$ cat src/rtl/naive2_to_sramlike_arb_pkg.sv
// rtl/naive2_to_sramlike_arb_pkg.sv - shared encodings for the two-port naive to SRAM-like bridge
package naive2_to_sramlike_arb_pkg;

    typedef enum logic [1:0] {
        ST_IDLE = 2'd0,
        ST_ADDR = 2'd1,
        ST_DATA = 2'd2
    } state_t;

    typedef enum logic [1:0] {
        OWN_NONE = 2'd0,
        OWN_I    = 2'd1,
        OWN_D    = 2'd2
    } owner_t;

    localparam int ARB_FIXED = 0;
    localparam int ARB_RR    = 1;

    // Bit positions inside the two-bit request/grant vectors.
    localparam int REQ_I = 0;
    localparam int REQ_D = 1;

endpackage

$ cat src/rtl/naive2_to_sramlike_arb_arb.sv
// rtl/naive2_to_sramlike_arb_arb.sv - two-requester arbiter (naive_arb2) with round-robin pointer
module naive_arb2
    import naive2_to_sramlike_arb_pkg::*;
(
    input  logic       clk,
    input  logic       resetn,
    input  logic [1:0] req,
    input  logic       advance,
    input  logic [1:0] served,
    input  logic       mode,
    output logic [1:0] grant
);

    // ptr_d = 1 means the data port wins a tie in round-robin mode.
    logic ptr_d;

    always_ff @(posedge clk) begin
        if (!resetn) begin
            ptr_d <= 1'b1;
        end else if (advance && mode) begin
            ptr_d <= served[REQ_I];
        end
    end

    always_comb begin
        grant = 2'b00;
        if (req[REQ_D] && (!req[REQ_I] || !mode || ptr_d)) begin
            grant[REQ_D] = 1'b1;
        end else if (req[REQ_I]) begin
            grant[REQ_I] = 1'b1;
        end
    end

endmodule

$ cat src/rtl/naive2_to_sramlike_arb.sv
// rtl/naive2_to_sramlike_arb.sv - bridges instruction and data naive ports onto one SRAM-like master
module naive2_to_sramlike_arb
    import naive2_to_sramlike_arb_pkg::*;
#(
    parameter int ADDR_W   = 32,
    parameter int DATA_W   = 32,
    parameter int ARB_MODE = 0
) (
    input  logic                clk,
    input  logic                resetn,
    input  logic                i_en,
    input  logic [ADDR_W-1:0]   i_addr,
    output logic [DATA_W-1:0]   i_rdata,
    output logic                i_stall,
    input  logic                d_en,
    input  logic                d_wr,
    input  logic [ADDR_W-1:0]   d_addr,
    input  logic [DATA_W/8-1:0] d_ben,
    input  logic [DATA_W-1:0]   d_wdata,
    output logic [DATA_W-1:0]   d_rdata,
    output logic                d_stall,
    output logic                m_req,
    output logic                m_wr,
    output logic [ADDR_W-1:0]   m_addr,
    output logic [DATA_W/8-1:0] m_ben,
    output logic [DATA_W-1:0]   m_wdata,
    input  logic                m_addr_ok,
    input  logic                m_data_ok,
    input  logic [DATA_W-1:0]   m_rdata
);

    localparam int BEN_W = DATA_W / 8;

    state_t              state;
    state_t              state_nx;
    owner_t              owner;
    logic                req_wr;
    logic [ADDR_W-1:0]   req_addr;
    logic [BEN_W-1:0]    req_ben;
    logic [DATA_W-1:0]   req_wdata;
    logic                live;
    logic [1:0]          grant;
    logic                complete;
    logic                owner_en;

    assign owner_en = (owner == OWN_I) ? i_en :
                      (owner == OWN_D) ? d_en : 1'b0;

    assign complete = ((state == ST_ADDR) && m_addr_ok && m_data_ok) ||
                      ((state == ST_DATA) && m_data_ok);

    assign i_stall = i_en && !((owner == OWN_I) && complete);
    assign d_stall = d_en && !((owner == OWN_D) && complete);

    naive_arb2 u_arb (
        .clk     (clk),
        .resetn  (resetn),
        .req     ({d_en, i_en}),
        .advance (complete),
        .served  ({owner == OWN_D, owner == OWN_I}),
        .mode    (ARB_MODE == ARB_RR),
        .grant   (grant)
    );

    always_ff @(posedge clk) begin
        if (!resetn) begin
            state <= ST_IDLE;
        end else begin
            state <= state_nx;
        end
    end

    always_comb begin
        state_nx = state;
        case (state)
            ST_IDLE: if (|grant) state_nx = ST_ADDR;
            ST_ADDR: if (m_addr_ok) state_nx = m_data_ok ? ST_IDLE : ST_DATA;
            ST_DATA: if (m_data_ok) state_nx = ST_IDLE;
            default: state_nx = ST_IDLE;
        endcase
    end

    always_comb begin
        m_req   = (state == ST_ADDR);
        m_wr    = 1'b0;
        m_addr  = '0;
        m_ben   = '0;
        m_wdata = '0;
        if (m_req) begin
            m_wr    = req_wr;
            m_addr  = req_addr;
            m_ben   = req_ben;
            m_wdata = req_wdata;
        end
    end

    // live drops for good once the owner lets go of its enable, so a withdrawn
    // read never lands in the rdata register even if the enable comes back.
    always_ff @(posedge clk) begin
        if (!resetn) begin
            owner     <= OWN_NONE;
            req_wr    <= 1'b0;
            req_addr  <= '0;
            req_ben   <= '0;
            req_wdata <= '0;
            live      <= 1'b0;
            i_rdata   <= '0;
            d_rdata   <= '0;
        end else if (state == ST_IDLE) begin
            if (grant[REQ_D]) begin
                owner     <= OWN_D;
                req_wr    <= d_wr;
                req_addr  <= d_addr;
                req_ben   <= d_wr ? d_ben : {BEN_W{1'b1}};
                req_wdata <= d_wdata;
                live      <= 1'b1;
            end else if (grant[REQ_I]) begin
                owner     <= OWN_I;
                req_wr    <= 1'b0;
                req_addr  <= i_addr;
                req_ben   <= {BEN_W{1'b1}};
                req_wdata <= '0;
                live      <= 1'b1;
            end
        end else begin
            if (!owner_en) begin
                live <= 1'b0;
            end
            if (complete) begin
                owner <= OWN_NONE;
                if (!req_wr && live && owner_en) begin
                    if (owner == OWN_I) begin
                        i_rdata <= m_rdata;
                    end else if (owner == OWN_D) begin
                        d_rdata <= m_rdata;
                    end
                end
            end
        end
    end

endmodule

$ cat config.mk
export PLATFORM = sky130hd
export DESIGN_NAME = naive2_to_sramlike_arb
export DESIGN_NICKNAME = d
export VERILOG_FILES = /design/src/rtl/naive2_to_sramlike_arb_pkg.sv /design/src/rtl/naive2_to_sramlike_arb_arb.sv /design/src/rtl/naive2_to_sramlike_arb.sv
export SDC_FILE = /design/constraint.sdc
export NUM_CORES = 1
export LEC_CHECK = 0
export CORE_ASPECT_RATIO = 1.5
export CORE_UTILIZATION = 30
export CTS_CLUSTER_DIAMETER = 60
export DETAILED_ROUTE_END_ITERATION = 8
export SLEW_MARGIN = 20
export SYNTH_ARGS = -nofsm -noshare
export SYNTH_HDL_FRONTEND = slang
export SYNTH_SLANG_ARGS = --single-unit
$ cat constraint.sdc
create_clock -name clk -period 1.52 [get_ports clk]
set_input_delay 0.228 -clock clk [delete_from_list [all_inputs] [get_ports clk]]
set_output_delay 0.228 -clock clk [all_outputs]
set_load 0.1 [all_outputs]
==> results.md, run 1 <==
* GRT overflow at 0
* CP Max Fanout at 3
* Placed cells at 1121
* Setup ws final at -0.3521 ns
* Worst EP arrival at 1.64 ns
* First-pass GRT wire length at 29.14 mm
* Drt first pass iters at 4
* Hold buffers post-CTS at 0
* Clock insertion delay at the later pin of the skew report at 0.42 ns
* FF+latch area at 2765 um2
* Count leader, synth: dfxtp_1
* Final setup skew at 0.01016 ns
* Rel. slew slack at 76.15%
* Critical Path Source Type: flop
* Total track usage at 19.69%
* Largest net degree at the start of global routing at 41
* GP Congestion at 0.7761
* Post-synth top flop: dfxtp_1
* Footprint of the multi-input gates at 2923 um2
* Layout Nets at 1042
* Dominant cell type by area after synthesis: dfxtp_1
* Most common library cells after synthesis: 138 x dfxtp_1, 100 x nand2_1, 96 x mux2i_1
* CP Class: flop to output port
* Cts bufs inserted at 17
* Die area at 19620 um2
* Static leakage at 0.004691 uW
* Antenna Nets Post-Route at 0
* FF-to-FF path depth at 8
* Async S/R FF share, synth at 0%
* Required @ worst endpoint at 1.29 ns
* Post-synth top area share at 48.34%
* HP Class: input port to flop
* FILL cells at 1564
* CTS tree: built
* Max-Cap Viols at 0
* WL final at 19.09 mm
* # IOs at 275
* Post-route clock period utilization at 123.2%
* HPWL Detailed at 13.21 mm
* Port-buffer cells at 274
* Chip Width at 114.7 um
* Initial antenna violation count at 0
* Final Critical Period at 1.872 ns
* Row Count at 61
* Maximum clock path buffer count at 2
* Outcome: finished, violations left
* Share of cells above drive strength 1 at 32.86%
* Final core occ at 60.61%
* Cell Area, Synth at 5715 um2
* Vias at 5344
* Post-synth EDFFs at 0
* Tightest Pin Transition at 0.3577 ns
* Netlist cell types at 30
* Post-Syn Instances at 616
* Failing checks: negative setup slack
* Drt wl/cell at 16.35 um
* Pwr/cell area at 890.2 nW/um2
* Max Clock Freq at 534.2 MHz
* Die Ht at 171.1 um
* Post-Synthesis Net Count at 755
* RSZ-0062 raised after global routing: yes
* DR iter-0 viols at 168
* Synthesized area per cell at 9.278 um2
* Flip-flop and latch count after synthesis at 138
* Post-route cell area at 11290 um2
* CTS Root Cell: clkbuf_16
* CP endpoint kind: output port
* Starting Density at 30.69%
* Post-synthesis sequential area ratio at 48.34%
* Clock-pin slew on the worst setup and hold paths at 0.06 ns
* Vias in the first global route at 5411
* Antenna diodes at 0
* Core ar. at 18620 um2
* Worst slack, placed at -0.4569 ns
* Synthesis-to-layout area growth at 97.48%
* Fin. Hold Viols at 0
* Synth warn at 0
* Post-Layout Cell Count at 1168
* WHS Path Cells at 3
* Pins Over Slew Limit at 0
* DRC viols at 0
* Via density at 4.575
* Min Hold Slack at 0.2148 ns
* Num Clock Sinks at 138
* Worst vdd ir at 0.0006116 V
* Synth area leaders: dfxtp_1 48%, mux2i_1 17%, and2_1 7.7%
* CTS HTree Levels at 4
* Setup violators final at 136
* DP Area at 10440 um2
==> worst paths after layout <==
| kind | start | to | slack (ns) |
|---|---|---|---|
| hold / removal | resetn | state[1]$_SDFFE_PN0P_ | 0.21 |
| hold reg to reg | req_wr$_SDFFE_PN0P_ | req_wr$_SDFFE_PN0P_ | 0.47 |
| setup / recovery | state[1]$_SDFFE_PN0P_ | i_stall | -0.35 |
| setup reg to reg | state[1]$_SDFFE_PN0P_ | i_rdata[16]$_SDFFE_PN0P_ | -0.26 |
==> sequential cells by signal (all words and copies together) (netlist names) <==
signal	cells
d_rdata	32
i_rdata	32
req_addr	32
req_wdata	32
req_ben	4
owner	2
state	2
live	1
req_wr	1
==> area by class of cell <==
cell class | count | share of cell area, %
Multi-Input combinational cell | 424 | 25.90
Inverter | 3 | 0.09977
Timing Repair Buffer | 319 | 41.91
Sequential cell | 138 | 24.50
Clock buffer | 17 | 3.769
Clock inverter | 15 | 1.031
Tap cell | 252 | 2.793
==> cell usage in the layout (no fill, tap or decap), types with 2 or more instances in the layout <==
| cell type | count |
|---|---|
| buf_16 | 6 |
| o31a_4 | 2 |
| dfxtp_2 | 2 |
| buf_6 | 7 |
| clkinvlp_4 | 2 |
| o221a_2 | 4 |
| nor2_1 | 68 |
| a22oi_1 | 32 |
| clkdlybuf4s50_1 | 136 |
| dfxtp_1 | 136 |
| nor3_1 | 5 |
| a211oi_1 | 32 |
| clkinv_4 | 3 |
| inv_1 | 2 |
| nand3_1 | 2 |
| and2_4 | 69 |
| buf_12 | 146 |
| inv_6 | 5 |
| clkbuf_16 | 18 |
| nand2_1 | 100 |
| mux2i_1 | 96 |
| buf_4 | 21 |
| clkinv_2 | 4 |
==> routing by layer <==
layer | GRT usage, % | vias to the layer above | share of wire [%]
li1 | - | 2673 | -
met3 | 6.908 | 23 | 7.4
met4 | 7.962 | 0 | 2.4
met5 | 0 | - | 0
met1 | 20.10 | 2473 | 36
met2 | 36.13 | 175 | 54
==> through the flow <==
stage / TNS [ns] / total power [uW]
3_5_place_dp: -32.21 / 6290
5_1_grt: -43.68 / 10470
4_1_cts: -33.49 / 10170
3_3_place_gp: -29.33 / 6269
6_report: -33.17 / 10050
2_1_floorplan: 0 / 5242
==> critical path: stages (launching register included) <==
cell and delay (ns):
dfxtp_2 0.33, and3b_2 0.27, o21ai_4 0.07, buf_6 0.12, o31a_4 0.28, buf_12 0.17
==> power by group <==
| group | internal (uW) | total [uW] | switching (uW) |
|---|---|---|---|
| Clock | 2110 | 3790 | 1670 |
| Sequential | 3790 | 3870 | 83.6 |
| Combinational | 1100 | 2390 | 1290 |
==> logic make-up (layout without fill, tap and decap cells) <==
group / after synthesis / in the layout / synth area share (%)
AND/OR/NAND/NOR: 251 / 251 / 20.10
flip-flops: 138 / 138 / 48.34
multiplexers: 96 / 96 / 16.81
AO/OA/AOI/OAI: 77 / 77 / 10.31
buffers and inverters: 54 / 354 / 4.444
==> timing repair <==
item,in CTS,in global routing
setup endpoints to repair,136,171
setup buffers,8,2
gates resized for setup,18,7
pin swaps,3,20
cloned,7,1
(Power assumes the default switching activity.)
==> run 2, diff against run 1 <==
- SETUP_SLACK_MARGIN: unset -> 0.15
- SKIP_CTS_REPAIR_TIMING: unset -> 1
==> run 2 against run 1 <==
  * The run still ends with negative setup slack left
  * Hold slack got worse by 0.065 ns
  * Sequential power about the same
  * Via count up 1.3%
  * Final area is 1.7% higher
  * Clock skew grew 0.0058 ns
  * Sequential cell count stayed put
  * Register-to-register slack better by 0.07 ns
  * Critical endpoint is now m_addr[26]
  * Largest cell class unchanged
  * Largest power group is now clock
  * Highest routed layer unchanged
==> results.md, run 2 (synthesis gave the netlist of run 1 again) <==
* Worst reg2reg setup slack at -0.19 ns (+0.07 ns)
* Clk network pwr share at 41.6% (+3.9 points)
* CTS HTree Levels at 4 (unchanged)
* Share of cells above drive strength 1 at 33.22% (+0.36 points)
* Via density at 4.628 (+1.2%)
* Num Clock Sinks at 138 (unchanged)
* HP Class: input port to flop
* RSZ-0062 raised after global routing: yes
* Psw at 3099 uW (+1.9%)
* P_int at 7778 uW (+11%)
* WP buf/inv at 4 (+2)
* # IOs at 275 (unchanged)
* HPWL Detailed at 12.81 mm (-3.0%)
* CP most frequent cell: buf_12
* Cts bufs inserted at 17 (unchanged)
* DR iter-0 viols at 227 (+35%)
* Clock insertion delay at the later pin of the skew report at 0.42 ns (about the same)
* Antenna Nets Post-Route at 0 (unchanged)
* Max Clock Freq at 520.0 MHz (-2.6%)
* Setup violators final at 104 (-24%)
* Min Hold Slack at 0.1502 ns (-0.06454 ns)
* Drt first pass iters at 4 (unchanged)
* Core ar. at 18620 um2 (unchanged)
* Post-route clock period utilization at 126.5% (+3.3 points)
* CP Max Fanout at 10 (+7)
* Final Critical Period at 1.923 ns (+0.05089 ns)
* Initial antenna violation count at 0 (unchanged)
* DRC viols at 0 (unchanged)
* Origin of the critical flop-to-flop path: state[1]$_SDFFE_PN0P_
* CP endpoint kind: output port
* Total track usage at 17.99% (-1.7 points)
* R2r endpoint: i_rdata[9]$_SDFFE_PN0P_
* Hold Startpoint: resetn
* Row Count at 61 (unchanged)
* Maximum clock path buffer count at 2 (unchanged)
* Layout Nets at 1044 (+0.19%)
* Pins Over Slew Limit at 0 (unchanged)
* Tightest Pin Transition at 0.4216 ns (+0.06392 ns)
* Rel. slew slack at 71.89% (-4.3 points)
* WHS Path Cells at 3 (unchanged)
* Die area at 19620 um2 (unchanged)
* GP Congestion at 0.7475 (-3.7%)
* Starting Density at 30.69% (unchanged)
* Clock-pin slew on the worst setup and hold paths at 0.06 ns (about the same)
* CP Class: flop to output port
* Port-buffer cells at 274 (unchanged)
* Worst Hold End: owner[1]$_SDFFE_PN0P_
* Reg power frac at 35.6% (-2.9 points)
* CTS tree: built
* Final setup skew at 0.01594 ns (+0.005781 ns)
* Most frequent cells in the layout: 148 x buf_12, 136 x dfxtp_1, 136 x clkdlybuf4s50_1, 100 x nand2_1, 95 x mux2i_1
* Drt wl/cell at 16.56 um (+1.3%)
* Worst slack, placed at -0.4409 ns (+0.01603 ns)
* Pwr/cell area at 947.7 nW/um2 (+6.5%)
* Switch share at 28.49% (-1.8 points)
* CP delay by family, top: buffers and inverters
* Slowest cell on the critical path: dfxtp_4
* Max-Cap Viols at 0 (unchanged)
* Worst EP arrival at 1.69 ns (+0.05 ns)
* Synthesis-to-layout area growth at 100.8%
* Chip Width at 114.7 um (unchanged)
* Setup ws final at -0.4029 ns (-0.05089 ns)
* Failing checks: negative setup slack
* FF-to-FF path depth at 8 (unchanged)
* Antenna diodes at 0 (unchanged)
* Largest net degree at the start of global routing at 60 (+46%)
* CTS Root Cell: clkbuf_16
* Fin. Hold Viols at 0 (unchanged)
* CP peak stage delay at 0.36 ns (+0.03 ns)
* Required @ worst endpoint at 1.29 ns (about the same)
* Critical Path Source Type: flop
* Static leakage at 0.004770 uW (+1.7%)
* Vias at 5415 (+1.3%)
* Die Ht at 171.1 um (unchanged)
* First-pass GRT wire length at 27.01 mm (-7.3%)
* Most common cell after layout, fill and taps aside: buf_12
* Vias in the first global route at 5062 (-6.4%)
* WL final at 19.37 mm (+1.5%)
* Outcome: finished, violations left
* Worst vdd ir at 0.0006274 V (+2.6%)
* GRT overflow at 0 (unchanged)
* Worst path cell trace: buf_6 -> nor2b_4 -> buf_12 -> clkbuf_16 -> and2_4 -> buf_12
* Comb pwr share at 22.8% (-1.0 points)
-- run 2: cell types whose count changed in the layout (fill, tap and decap cells not counted), moves of 3 or more --
cell	change
buf_8	+3
bufinv_16	+4
buf_6	-3
clkbuf_16	+8
clkinv_2	-3
buf_16	-6
-- run 2: layout make-up --
| class | instances | area, um2 |
|---|---|---|
| sequential | 138 | 2768 |
| multi-input combinational | 424 | 2935 |
| tap | 252 | 315.3 |
| clock inverter | 14 | 206.4 |
| fill | 1547 | 7146 |
| clock buffer | 18 | 439.2 |
| inverter | 3 | 11.26 |
| timing repair buffer | 321 | 4802 |
-- run 2: per-stage QoR --
stage               total power (uW)  util [%]  TNS (ns)  cells  cell area, um2
floorplan                       5249         -         0    616            5946
global placement                6252     55.92    -27.90   1119           10410
detailed placement              6268     55.92    -29.51   1119           10410
CTS                            10820     59.39    -34.64   1151           11060
global route                   11290     61.63    -39.76   1170           11480
finish                         10880     61.63    -32.43   1170           11480
-- run 2: how the worst max path moves through the flow --
stage	slack (ns)	depth (start not counted)	to	startpoint
after floorplan	0.02	3	d_stall	state[1]$_SDFFE_PN0P_
after global placement	-0.39	7	i_rdata[24]$_SDFFE_PN0P_	m_addr_ok
after detailed placement	-0.44	7	i_rdata[9]$_SDFFE_PN0P_	m_addr_ok
after CTS	-0.45	5	d_stall	state[1]$_SDFFE_PN0P_
after global routing	-0.46	6	m_ben[0]	state[0]$_SDFFE_PN0P_
final	-0.40	6	m_addr[26]	state[0]$_SDFFE_PN0P_
-- run 2: tightest hold or removal path, stage by stage --
cell	delay [ns]
buf_4	0.11
inv_2	0.09
nor2_1	0.10
-- run 2: power by group through the flow --
stage / sequential [uW] / combinational [uW] / clock (uW)
6_report: 3870 / 2480 / 4520
3_5_place_dp: 3950 / 2320 / 0
5_1_grt: 3890 / 2610 / 4780
2_1_floorplan: 3950 / 1300 / 0
4_1_cts: 3870 / 2330 / 4630
3_3_place_gp: 3940 / 2310 / 0
-- run 2: routing by layer --
metal	GRT usage (%)	vias to the layer above	routed length, um
met5	0	-	0
met4	6.494	0	321
met3	7.403	20	1687
met2	31.20	188	10360
met1	19.50	2541	7002
li1	-	2666	-
==> run 3, diff against run 2 <==
- SLEW_MARGIN: 20 -> unset
==> results of run 3 <==
Final layout, timing and power as in run 2 (identical DEF).
